**config.mk**
```make
export PLATFORM = sky130hd
export DESIGN_NAME = shift_link_ctrl
export DESIGN_NICKNAME = d
export VERILOG_FILES = /design/src/rtl/shift_link_pkg.sv /design/src/rtl/tag_delay.sv /design/src/rtl/shift_link_ctrl.sv
export SDC_FILE = /design/constraint.sdc
export NUM_CORES = 1
export LEC_CHECK = 0
export CAP_MARGIN = 20
export CORE_MARGIN = 2
export CORE_UTILIZATION = 50
export CTS_CLUSTER_DIAMETER = 30
export DETAILED_ROUTE_END_ITERATION = 6
export PLACE_DENSITY = 0.77
export SLEW_MARGIN = 20
export SYNTH_ARGS = -nofsm -noshare
export SYNTH_HDL_FRONTEND = slang
export SYNTH_HIERARCHICAL = 1
export SYNTH_SLANG_ARGS = --single-unit
```
**constraint.sdc**
```tcl
create_clock -name clk -period 1.85 [get_ports clk]
set_input_delay 0.37 -clock clk [delete_from_list [all_inputs] [get_ports clk]]
set_output_delay 0.37 -clock clk [all_outputs]
set_load 0.05 [all_outputs]
```
**src/rtl/shift_link_pkg.sv**
```systemverilog
// Shared types and default sizes for the serial shift-link sequencer.
// No logic; holds the controller state encoding and default geometry.
// Imported by every file of the shift-link block.
package shift_link_pkg;

    // Transmit-side controller states.
    typedef enum logic {
        IDLE  = 1'b0,
        SHIFT = 1'b1
    } state_t;

    // Default word width and external shift-chain depth.
    localparam int SL_WIDTH = 8;
    localparam int SL_DEPTH = 4;

endpackage

```
**src/rtl/tag_delay.sv**
```systemverilog
// (DEPTH+1)-stage single-bit delay line marking which chain slots carry live bits.
// Latency: stage 0 is tag_in registered once; stage k lags it by k more cycles.
// No backpressure: shifts every cycle, cleared by synchronous reset.
module tag_delay #(
    parameter int DEPTH = 4
) (
    input  logic             clk,
    input  logic             rst,
    input  logic             tag_in,
    output logic [DEPTH:0]   tags
);

    // Advance every tag one stage per cycle, new tag enters stage 0.
    always_ff @(posedge clk) begin
        if (rst) begin
            tags <= '0;
        end else begin
            tags <= {tags[DEPTH-1:0], tag_in};
        end
    end

endmodule

```
**src/rtl/shift_link_ctrl.sv**
```systemverilog
// Serializes a parallel word MSB-first into an external shift chain and rebuilds it from the chain output.
// Latency: accept to outValid is WIDTH+DEPTH+1 cycles; one word per WIDTH+1 cycles.
// Backpressure: inReady is low while a word is shifting out; there is no output-side backpressure.
module shift_link_ctrl
    import shift_link_pkg::*;
#(
    parameter int WIDTH = SL_WIDTH,
    parameter int DEPTH = SL_DEPTH
) (
    input  logic             clk,
    input  logic             rst,
    input  logic [WIDTH-1:0] inData,
    input  logic             inValid,
    output logic             inReady,
    output logic             serOut,
    input  logic             serIn,
    output logic [WIDTH-1:0] outData,
    output logic             outValid,
    output logic             busy
);

    localparam int             CW       = $clog2(WIDTH + 1);
    localparam logic [CW-1:0]  LAST_BIT = CW'(WIDTH - 1);

    state_t           state;
    logic [WIDTH-1:0] tx;
    logic [CW-1:0]    bit_cnt;
    logic [WIDTH-1:0] rx;
    logic [CW-1:0]    rx_cnt;
    logic [DEPTH:0]   tags;

    logic accept;
    logic shift_more;
    logic tag_in;
    logic rx_take;
    logic rx_done;

    assign inReady    = (state == IDLE);
    assign accept     = inValid & inReady;
    // bit_cnt holds the index of the bit currently on serOut.
    assign shift_more = (state == SHIFT) && (bit_cnt != LAST_BIT);
    // Stage 0 of the tag line must match whatever serOut will carry next cycle.
    assign tag_in     = accept | shift_more;
    // The last tag stage lines up with the chain output.
    assign rx_take    = tags[DEPTH];
    assign rx_done    = rx_take && (rx_cnt == LAST_BIT);
    assign busy       = (state == SHIFT) | (|tags) | (rx_cnt != '0);

    tag_delay #(
        .DEPTH (DEPTH)
    ) u_tag_delay (
        .clk    (clk),
        .rst    (rst),
        .tag_in (tag_in),
        .tags   (tags)
    );

    // Transmit FSM: latch the word on accept and present one bit per cycle, MSB first.
    always_ff @(posedge clk) begin
        if (rst) begin
            state   <= IDLE;
            tx      <= '0;
            bit_cnt <= '0;
            serOut  <= 1'b0;
        end else begin
            case (state)
                IDLE: begin
                    if (accept) begin
                        state   <= SHIFT;
                        serOut  <= inData[WIDTH-1];
                        tx      <= inData << 1;
                        bit_cnt <= '0;
                    end else begin
                        serOut  <= 1'b0;
                    end
                end
                SHIFT: begin
                    if (shift_more) begin
                        serOut  <= tx[WIDTH-1];
                        tx      <= tx << 1;
                        bit_cnt <= bit_cnt + CW'(1);
                    end else begin
                        state   <= IDLE;
                        serOut  <= 1'b0;
                    end
                end
                default: begin
                    state  <= IDLE;
                    serOut <= 1'b0;
                end
            endcase
        end
    end

    // Receive side: collect tagged chain bits and publish the word when the last one arrives.
    always_ff @(posedge clk) begin
        if (rst) begin
            rx       <= '0;
            rx_cnt   <= '0;
            outData  <= '0;
            outValid <= 1'b0;
        end else begin
            outValid <= 1'b0;
            if (rx_take) begin
                rx <= {rx[WIDTH-2:0], serIn};
                if (rx_done) begin
                    outData  <= {rx[WIDTH-2:0], serIn};
                    outValid <= 1'b1;
                    rx_cnt   <= '0;
                end else begin
                    rx_cnt   <= rx_cnt + CW'(1);
                end
            end
        end
    end

endmodule

```
==> metrics.txt, run 1 <==
outcome finished, final reports clean; share of layout cells above drive strength 1 0.131; post-synth top area cell dfxtp_1; Mean Syn Cell Area roughly 10 um2; Area contributors post-synth dfxtp_1 51%, mux2i_1 9.4%, a22o_1 4.7%, a21oi_1 3.7%, nor2_1 3.0%; number of global-route vias before repair approximately 1100; total CTS buffers 5; dpl ws approximately 0.21 ns; First-pass DRT Iterations 6; CTS tree built; share of async-settable or async-resettable flops after synthesis 0; Layout Nets about 190; initial antenna violation count 0; pwr dens roughly 800 nW/um2; post-CTS setup buffer count 0; critical path launch point type flop; Filler Cell Count between 200 and 250; Clk Latency, worst-skew pair between 0.3 and 0.4 ns; # diodes 0; share of the synthesized area in the top cell type 0.510; fin. max-slew vios 0; PortBufs 23; Max Cap Viol 0; crit path from u_tag_delay/tags[1]; minimum clock period 1.73 ns; worst-path fanout max 2; maximum vdd drop 0.563 mV; RSZ-0062 raised after global routing false; Seq/Total Area, Yosys 0.510; most common cell after layout, fill and taps aside dfxtp_1; IO Count 24; setup TNS 0 ns; Worst-Margin Slew between 0.5 and 0.6 ns; FMAX just under 600 MHz; Core Region around 2800 um2; Crit Path Category reg2out; Setup WS post-layout ~0.12 ns; number of synthesized flops with an enable pin 0; Post-Syn Nets 162; Slew headroom 0.665; largest net degree at the start of global routing 20; Die ar. between 3000 and 4000 um2; WL/cell 14.1 um; global-route wire length before repair ~5 mm; Worst R2R Start bit_cnt[0]; Static Leak about 0.00072 uW; post-synthesis register bit count 38; commonest cells after routing, fill and taps aside 38 x dfxtp_1, 14 x mux2i_1, 12 x nor2_1; Via density between 5 and 6; CTS clock-pin slew for the worst setup and hold paths approximately 0.11 ns; DR DRC count 0; Post-Syn Area 1490 um2; period utilisation layout 0.936; H-tree depth 2; Placer Congestion about 0.76; initial DRC count 56; Netlist cell types 31; final hold vios 0; Starting Density 0.532; die height 58.6 um; row cnt 19; HPWL Detailed just over 2 mm; worst min-delay path class reg2reg; CTS root buffer clkbuf_4; remaining global-route overflow 0; Worst Setup End Kind primary output; WP data arrival 1.36 ns; Max clock buf depth 2; Top FF cell, synth dfxtp_1; All-Layer GR Usage 0.196; Max Clock Skew approximately 0.009 ns; Worst EP required 1.48 ns; DIE WIDTH slightly below 60 um; CTS hold repair buffers 0; area delta synth->final 21.8%; min-delay src u_tag_delay/tags[1]; Synth Warn # 6; cells after synthesis ~150; remaining antenna violation count after routing 0; TritonCTS Sinks 38; final wirelength roughly 2.9 mm; final setup violation count 0; Via Count 1115
cell usage after synthesis (2+ instances only):
master,count
a21oi_1,11
a22o_1,8
and2_1,2
buf_2,4
clkbuf_1,3
dfxtp_1,38
ha_1,3
inv_1,5
mux2i_1,14
nand3_1,2
nand3b_1,4
nand4_1,3
nor2_1,12
nor2b_1,6
nor3_1,2
nor4_1,2
o21ai_1,8
or3_1,7
where the power goes:
part	switching (uW)	internal, uW	total, uW
registers	15.2	838	853
logic	71.3	74.7	146
clock network	274	183	457
timing repair:
action	in CTS	in global routing
resized for setup	4	1
endpoints found under the hold margin	0	0
endpoints found under the setup margin	4	1
kinds of logic after synthesis:
family / count (synthesis) / synth area share
muxes: 14 / 0.0940
AOI/OAI and AO/OA: 30 / 0.128
DFF: 38 / 0.510
and+or+nand+nor: 46 / 0.180
buffers and inverters: 14 / 0.0512
xor gates and xnor gates: 2 / 0.0117
adders and majority gates: 3 / 0.0252
registers in the layout (all words and copies together), names as in the netlist:
signal,cells
state,1
bit_cnt,4
outData,8
rx,7
tx,7
serOut,1
u_tag_delay/tags,5
outValid,1
rx_cnt,4
path summary, 6_finish.rpt:
path                         endpoint  slack, ns  cells past startpoint
setup / recovery                 busy       0.12                      3
hold / removal    u_tag_delay/tags[2]       0.48                      1
setup reg to reg                tx[1]       0.38                      4
hold reg to reg   u_tag_delay/tags[2]       0.48                      1
metal layers:
layer | up-vias | track usage | share of wire
li1 | 579 | - | -
met3 | 6 | 0.0659 | 0.046
met5 | - | 0 | 0
met4 | 0 | 0.0584 | 0.015
met2 | 23 | 0.331 | 0.46
met1 | 507 | 0.238 | 0.48
stage by stage:
| stage | total power (uW) | cell area, um2 | std cells | hold slack [ns] | utilization |
|---|---|---|---|---|---|
| 2_1_floorplan | 956 | 1490 | 147 | 0.438 | - |
| 3_3_place_gp | 1010 | 1760 | 198 | 0.450 | 0.626 |
| 3_5_place_dp | 1020 | 1760 | 198 | 0.466 | 0.626 |
| 4_1_cts | 1460 | 1810 | 206 | 0.479 | 0.647 |
| 5_1_grt | 1520 | 1820 | 206 | 0.492 | 0.648 |
| 6_report | 1460 | 1820 | 206 | 0.477 | 0.648 |
worst max-delay path: stages (launching register included):
cell and delay, ns:
dfxtp_1 0.33, nor4_1 0.31, nand4_1 0.19, buf_12 0.19
cell type report:
cell class | instances | area [um2] | share of cell area
tap | 31 | 38.8 | 0.0213
clock inverter | 2 | 12.5 | 0.00689
timing repair buffer | 29 | 280 | 0.154
inverter | 5 | 18.8 | 0.0103
multi-input combinational | 95 | 654 | 0.360
sequential | 38 | 761 | 0.419
clock buffer | 6 | 51.3 | 0.0282
Power figures use the tool's default switching activity.
==> run 2: changes to the inputs <==
--- a/config.mk
+++ b/config.mk
@@ -10,9 +10,9 @@
 export CORE_UTILIZATION = 50
 export CTS_CLUSTER_DIAMETER = 30
 export DETAILED_ROUTE_END_ITERATION = 6
-export PLACE_DENSITY = 0.77
+export PLACE_DENSITY = 0.78
+export RECOVER_POWER = 50
 export SLEW_MARGIN = 20
 export SYNTH_ARGS = -nofsm -noshare
 export SYNTH_HDL_FRONTEND = slang
-export SYNTH_HIERARCHICAL = 1
 export SYNTH_SLANG_ARGS = --single-unit
==> constraint.sdc (replaced) <==
create_clock -name clk -period 2 [get_ports clk]
set_input_delay 0.4 -clock clk [delete_from_list [all_inputs] [get_ports clk]]
set_output_delay 0.4 -clock clk [all_outputs]
set_load 0.05 [all_outputs]
==> run 2 against run 1 <==
Count of clock-buffer cells in the layout is 1 higher; area after synthesis is 2.9% lower; clock skew is 0.0014 ns lower; register-to-register slack worse by 0.07 ns; clock power is 19% higher; cell count is 2.9% lower; sequential share of layout area is 0.18 points lower; critical path depth is 2 lower; sequential cell count is 1 lower; synthesized cell count is 2.0% lower; combinational power is 18% lower; non-clock buffer count is 3 lower.
==> metrics.txt, run 2 <==
dpl ws 0.237 ns; Starting Density 0.525; Placer Congestion just under 0.8; # diodes 0; Clk Latency, worst-skew pair 0.35 ns; worst min-delay path class reg2reg; Core Region around 2800 um2; number of synthesized flops with an enable pin 0; Slowest-stage cell, CP clkdlybuf4s50_1; IO Count 24; Post-Syn Nets 159; final wirelength between 2 and 3 mm; WP data arrival 1.51 ns; First-pass DRT Iterations 4; most frequent cells after synthesis 37 x dfxtp_1, 14 x mux2i_1, 13 x nor2_1; final setup violation count 0; largest net degree at the start of global routing 28; CP delay by family, top buffers and inverters; setup TNS 0 ns; post-synthesis register bit count 37; fin. max-slew vios 0; commonest cells after routing, fill and taps aside 37 x dfxtp_1, 20 x clkdlybuf4s50_1, 14 x mux2i_1, 13 x nor2_1, 12 x a21oi_1; Synth Warn # 0; Area contributors post-synth dfxtp_1 51%, mux2i_1 9.7%, a22o_1 4.8%, a21oi_1 4.1%, nor2_1 3.4%; placed cells approximately 190; reg2reg end tx[2]; Max Clock Skew ~0.0075 ns; Via density between 5 and 6; HPWL Detailed a little under 2 mm; Flop pwr share 0.538; most common cell in the netlist dfxtp_1; maximum vdd drop around 1.1 mV; WL/cell approximately 14 um; Static Leak 0.000650 uW; overall power around 1400 uW; post-synth top area cell dfxtp_1; DIE WIDTH about 58 um; Top FF cell, synth dfxtp_1; Via Count between 1000 and 1500; Max clock buf depth 2; Worst EP required around 1.6 ns; crit path buf inv count 1; initial DRC count 27; period utilisation layout 0.955; pwr dens approximately 810 nW/um2; Largest register FFs 8; CTS hold repair buffers 0; total CTS buffers 5; number of global-route vias before repair around 1100; final instance area approximately 1800 um2; Crit Path Category reg2out; CTS root buffer clkbuf_4; final non-filler cell total 200; row cnt 19; most common cell after layout, fill and taps aside dfxtp_1; Netlist cell types 29; RSZ-0062 raised after global routing false; die height ~58 um; share of the synthesized area in the top cell type 0.512; CP endpoint outData[5]; FMAX about 520 MHz; global-route wire length before repair 4.86 mm; remaining antenna violation count after routing 0; worst-path fanout max 2; Mean Syn Cell Area between 10 and 15 um2; critical path launch point type flop; Levels on crit path 1; Seq/Total Area, Yosys 0.512; crit path from outData[5]; cells after synthesis about 140; H-tree depth 2; share of async-settable or async-resettable flops after synthesis 0; TritonCTS Sinks 37; Setup WS post-layout 0.0907 ns; Top reg by flops outData; NetSw approximately 320 uW; Filler Cell Count about 230; Worst R2R Start state; Die ar. 3340 um2; R2R cell count 3; Net Sw Frac 0.223; largest registers outData: 8 flops, rx: 7 flops, tx: 7 flops; share of layout cells above drive strength 1 0.0710; CTS clock-pin slew for the worst setup and hold paths roughly 0.11 ns; initial antenna violation count 0; logic gate share of total power 0.083; delay of the slowest critical-path stage roughly 0.8 ns; area delta synth->final 22.7%; Slew headroom 0.228; final hold vios 0; Clock Power Share 0.379; DR DRC count 0; Post-CTS Resized 0; PortBufs 23; Worst R2R Setup Slack between 0.3 and 0.4 ns; Worst-Margin Slew roughly 1.2 ns; post-CTS setup buffer count 0; remaining global-route overflow 0; placed standard-cell area ~1700 um2; CP Cell Sequence clkdlybuf4s50_1; outcome finished, final reports clean; CTS tree built; All-Layer GR Usage 0.191; Worst Setup End Kind primary output; internal cell power 1110 uW; minimum clock period approximately 1.9 ns; Layout Nets 183; Max Cap Viol 0; Post-Syn Area approximately 1400 um2
==> run 2: cell types whose count changed after synthesis, moves of 2 or more <==
cell      before  now
buf_2          4    2
clkbuf_1       3    5
nand2_1        1    3
o21ai_0        0    8
o21ai_1        8    0
==> run 2: metrics by stage <==
step / utilization / hold WS, ns
2_1_floorplan: - / 0.439
3_3_place_gp: 0.615 / 0.451
3_5_place_dp: 0.615 / 0.461
4_1_cts: 0.646 / 0.473
5_1_grt: 0.644 / 0.488
6_report: 0.644 / 0.472
==> run 2: final cells by class <==
type	count	area (um2)	area share
clock buffers	7	55.1	0.0310
well taps	31	38.8	0.0218
repair buffers	26	256	0.144
multi-input cells	94	641	0.361
clock inverters	1	30.0	0.0169
flip-flops and latches	37	741	0.417
inverters	4	15.0	0.00845
==> run 2: metal layers <==
metal | track usage | share of wire | vias up
met4 | 0.0664 | 0.018 | 0
met3 | 0.0692 | 0.042 | 7
met5 | 0 | 0 | -
met1 | 0.228 | 0.45 | 538
li1 | - | - | 559
met2 | 0.320 | 0.49 | 19
==> run 2: cell families (layout without fill, tap and decap cells) <==
logic type                 count (synthesis)  after routing  synth area share
xor gates and xnor gates                   2              2            0.0121
muxes                                     14             14            0.0968
DFF                                       37             37             0.512
adders and majority gates                  3              3            0.0259
AOI/OAI and AO/OA                         30             30             0.130
and+or+nand+nor                           45             45             0.178
buffers and inverters                     13             38            0.0458
==> run 2: how the worst min path moves through the flow <==
| stage | from | endpoint | slack (ns) | cells past startpoint |
|---|---|---|---|---|
| after floorplan | u_tag_delay.tags[1] | u_tag_delay.tags[2] | 0.44 | 1 |
| after global placement | u_tag_delay.tags[2] | u_tag_delay.tags[3] | 0.45 | 1 |
| after detailed placement | u_tag_delay.tags[2] | u_tag_delay.tags[3] | 0.46 | 1 |
| after CTS | u_tag_delay.tags[2] | u_tag_delay.tags[3] | 0.47 | 1 |
| after global routing | u_tag_delay.tags[3] | u_tag_delay.tags[4] | 0.49 | 1 |
| final | u_tag_delay.tags[2] | u_tag_delay.tags[3] | 0.47 | 1 |
==> run 2: power by group through the flow <==
stage               combinational (uW)  sequential, uW  clock [uW]
floorplan                         75.8             780           0
global placement                   117             784           0
detailed placement                 121             785           0
CTS                                121             769         553
global route                       130             772         580
finish                             119             769         542
==> edit 1, RTL diff (config.mk and constraints of run 1) <==
Make the reset (`rst`) asynchronous in 3 clocked blocks. Comments in the files are not updated.
--- a/src/rtl/tag_delay.sv
+++ b/src/rtl/tag_delay.sv
@@ -11,7 +11,7 @@
 );
 
     // Advance every tag one stage per cycle, new tag enters stage 0.
-    always_ff @(posedge clk) begin
+    always_ff @(posedge clk or posedge rst) begin
         if (rst) begin
             tags <= '0;
         end else begin
--- a/src/rtl/shift_link_ctrl.sv
+++ b/src/rtl/shift_link_ctrl.sv
@@ -56,7 +56,7 @@
     );
 
     // Transmit FSM: latch the word on accept and present one bit per cycle, MSB first.
-    always_ff @(posedge clk) begin
+    always_ff @(posedge clk or posedge rst) begin
         if (rst) begin
             state   <= IDLE;
             tx      <= '0;
@@ -93,7 +93,7 @@
     end
 
     // Receive side: collect tagged chain bits and publish the word when the last one arrives.
-    always_ff @(posedge clk) begin
+    always_ff @(posedge clk or posedge rst) begin
         if (rst) begin
             rx       <= '0;
             rx_cnt   <= '0;
Check against the original RTL: differs if rst is asserted again (counterexample within 4 cycles, from zero or initial values and one cycle with rst high); with rst held inactive, the same outputs for 10 cycles.
==> edit 1 against run 1 <==
Sequential cell count unchanged; synthesized area up 6.5%; wire length down 16%; global-route usage down 3.1 points; final area up 6.5%; hold slack worse by 0.24 ns; utilization down 0.88 points; first-iteration DRC count down 63%; non-clock buffer count down 3; worst setup slack better by 0.024 ns; sequential share of layout area up 7.3 points; critical path type unchanged.
Power is not compared: it rests on default switching activity, and its combinational part moved more than twofold at a synthesized area within 25%.
==> edit 1: results (changes against run 1) <==
| Metric | Value |
|---|---|
| Status | finished, final reports clean |
| Delay-heaviest family, CP | flip-flops |
| Dpl ws | 0.1899 ns (-0.01798 ns) |
| Via Count | 928 (-17%) |
| Largest registers | outData (8), rx (7), tx (7) |
| CP max FO | 2 (unchanged) |
| P_comb | 1.53 mW |
| CTS Buf Count | 5 (unchanged) |
| Ys async rst share | 1.000 (+1.000) |
| Min cycle time layout | 1.707 ns (-0.02413 ns) |
| Vias in the first global route | 989 (-11%) |
| RR Startpoint | bit_cnt[0] |
| Final std cells w/o fill | 184 (-11%) |
| Crit-path max cell delay | 0.41 ns (+0.08 ns) |
| DP Area | 0.001872 mm² (+6.6%) |
| Distinct cell type count after synthesis | 29 (-6.5%) |
| Final core utilization | 0.6388 (-0.008793) |
| Compound-cell area share of the yosys netlist | 0.05201 (-0.07635) |
| Clock transition at path regs | 0.11 ns (about the same) |
| First-pass DRT Iterations | 3 (-3) |
| Clock skew | 0.004717 ns (-0.004112 ns) |
| Syn nets | 124 (-23%) |
| Critical Path AT | 1.34 ns (-0.02 ns) |
| First-pass GRT wire length | 4.284 mm (-15%) |
| Worst R2R End | tx[6] |
| Critical Path Slowest Stage Cell | dfrtp_1 |
| Filler instances | 245 (-0.81%) |
| DR iter-0 viols | 21 (-63%) |
| GRT Total Usage | 0.1655 (-0.03076) |
| Layout cells sized above 1 | 0.3714 (+0.2400) |
| Layout Nets | 154 (-19%) |
| Maximum clock path buffer count | 2 (unchanged) |
| Final hold slack | 0.2354 ns (-0.2415 ns) |
| Clk_lat worst skew | ~0.34 ns |
| CP Launch Point | state |
| Synth Area in Adders | 0.02364 (-0.001527) |
| Wirelength per Cell | 13.16 µm (-6.4%) |
| R2r setup slk | 0.34 ns (-0.04 ns) |
| Largest net degree at the start of global routing | 34 (+70%) |
| Min-delay worst type | in -> async |
| Post-Syn Area per Cell | 14.57 µm² (+44%) |
| Largest cells by area after synthesis | dfrtp_1 60%, mux2_2 16%, mux2_4 4.7% |
| Diodes inserted | 0 (unchanged) |
| Xor and xnor fraction of the mapped netlist area | 0.005516 (-0.006229) |
| Synth top cells by count | 38 x dfrtp_1, 23 x mux2_2, 6 x inv_1, 5 x mux2_4 |
| Worst vdd ir | 0.7236 mV |
| Gpl congestion | 0.7192 (-5.6%) |
| Final HPWL DP | 1.751 mm (-16%) |
| Mux cell area share after synthesis | 0.2104 (+0.1164) |
| Leakage | 0.9044 nW |
| Seq power | 1.44 mW |
| Setup bufs post-CTS | 0 (unchanged) |
| Register area share after synthesis | 0.5989 (+0.08883) |
| Port Buffers | 23 (unchanged) |
| Slew @ Worst Pin | 0.4904 ns (-0.01171 ns) |
-- edit 1: cell type report --
cell class	instances	share of cell area
sequential	38	0.4916
timing repair buffer	26	0.1255
tap	44	0.02846
clock inverter	2	0.006468
clock buffer	6	0.02652
inverter	7	0.01358
multi-input combinational	61	0.3079
-- edit 1: timing repair --
| item | CTS | global route |
|---|---|---|
| cloned | 0 | 0 |
| setup endpoints to repair | 6 | 1 |
| gates resized for setup | 6 | 1 |
-- edit 1: kinds of logic after synthesis --
logic type | Yosys count
AO/OA/AOI/OAI | 10
flip-flops | 38
multiplexers | 28
adder cells (fa/ha/maj) | 3
buffers and inverters | 10
AND/OR/NAND/NOR | 19
XOR/XNOR | 1
-- edit 1: routing by layer --
metal	share of wire	GRT usage	vias up	wire length (µm)
met5	0	0	-	0
met4	0.012	0.05714	0	30
met3	0.051	0.06397	5	124
met2	0.50	0.2888	22	1203
met1	0.44	0.1852	457	1063
li1	-	-	444	-
==> edit 2, RTL diff (config.mk and constraints of run 1) <==
Without the edit above. The package constant `SL_DEPTH` goes from 4 to 8.
--- a/src/rtl/shift_link_pkg.sv
+++ b/src/rtl/shift_link_pkg.sv
@@ -11,7 +11,7 @@
 
     // Default word width and external shift-chain depth.
     localparam int SL_WIDTH = 8;
-    localparam int SL_DEPTH = 4;
+    localparam int SL_DEPTH = 8;
 
 endpackage
 
Behaviour: no difference found for any inputs over 10 cycles, from zero or initial values and one cycle with rst high; that may be too few to reach the edited logic, so the function may still have changed.
==> edit 2 against run 1 <==
The flow now finishes with violations (setup timing); worst setup slack got worse by 0.34 ns; sequential share of layout area rose by 0.73 points; global-route usage is 0.95 points lower; utilization up 0.072 points; final area up 9.0%; wire length rose by 5.3%; via count is 8.8% higher; sequential cell count rose by 4; synthesized area up 8.1%; power is 14% higher; critical path type unchanged; largest power group unchanged.
==> edit 2: results (changes against run 1) <==
| Metric | Value |
|---|---|
| Met2 WL | 1.465 mm (+9.5%) |
| Xor and xnor fraction of the mapped netlist area | 0.01086 (-0.0008838) |
| Distinct cell type count after synthesis | 32 (+3.2%) |
| Clock skew | 0.01361 ns (+0.004780 ns) |
| Comb_multi_in | 102 (+7.4%) |
| Compound-cell area share of the yosys netlist | 0.09853 (-0.02983) |
| Worst vdd ir | 0.4628 mV (-18%) |
| Violated checks | setup timing |
| First-pass DRT Iterations | 4 (-2) |
| Clock-cell share | 0.03793 (+0.002803) |
| Final HPWL DP | 2.127 mm (+2.6%) |
| Gpl congestion | 0.7501 (-1.5%) |
| Filler instances | 261 (+5.7%) |
| Vias in the first global route | 1096 (-0.90%) |
| Via Count | 1213 (+8.8%) |
| Largest net degree at the start of global routing | 30 (+50%) |
| Switching part of the total | 0.2263 (-0.02123) |
| Num sequential | 42 (+11%) |
| Post_cts resized | 10 (+6) |
| Non-CTS buffers | 28 (-3.4%) |
| Final setup fails | 1 (+1) |
| Register area share after synthesis | 0.5213 (+0.01127) |
| Status | complete, but fails checks |
| Final WS setup | -0.2208 ns (-0.3401 ns) |
| First-pass GRT wire length | 4.947 mm (-2.0%) |
| Mux cell area share after synthesis | 0.08689 (-0.007071) |
| Non-clk invs | 4 (-1) |
edit 2: changes by cell type after synthesis, sizes merged, moves of 2 or more:
cell / delta
nor2b: +5
dfxtp: +4
or3: -7
nand2b: +6
clkbuf: +2
nand2: +2
nand4b: +2
nand4: -2
or4: +7
a21oi: -6
buf: -2
edit 2: worst paths after layout:
kind | startpoint | to | slack (ns) | cells past startpoint
max | u_tag_delay/tags[0] | busy | -0.22 | 4
min | u_tag_delay/tags[1] | u_tag_delay/tags[2] | 0.47 | 1
max reg2reg | rx_cnt[0] | outData[6] | 0.28 | 4
min reg2reg | u_tag_delay/tags[1] | u_tag_delay/tags[2] | 0.47 | 1
edit 2: power by group through the flow:
stage / Combinational (mW) / Clock, mW / Sequential, mW
after detailed placement: 0.136 / 0 / 0.958
after floorplan: 0.0806 / 0 / 0.956
after global placement: 0.132 / 0 / 0.957
after CTS: 0.143 / 0.578 / 0.938
final: 0.143 / 0.576 / 0.939
after global routing: 0.155 / 0.614 / 0.943
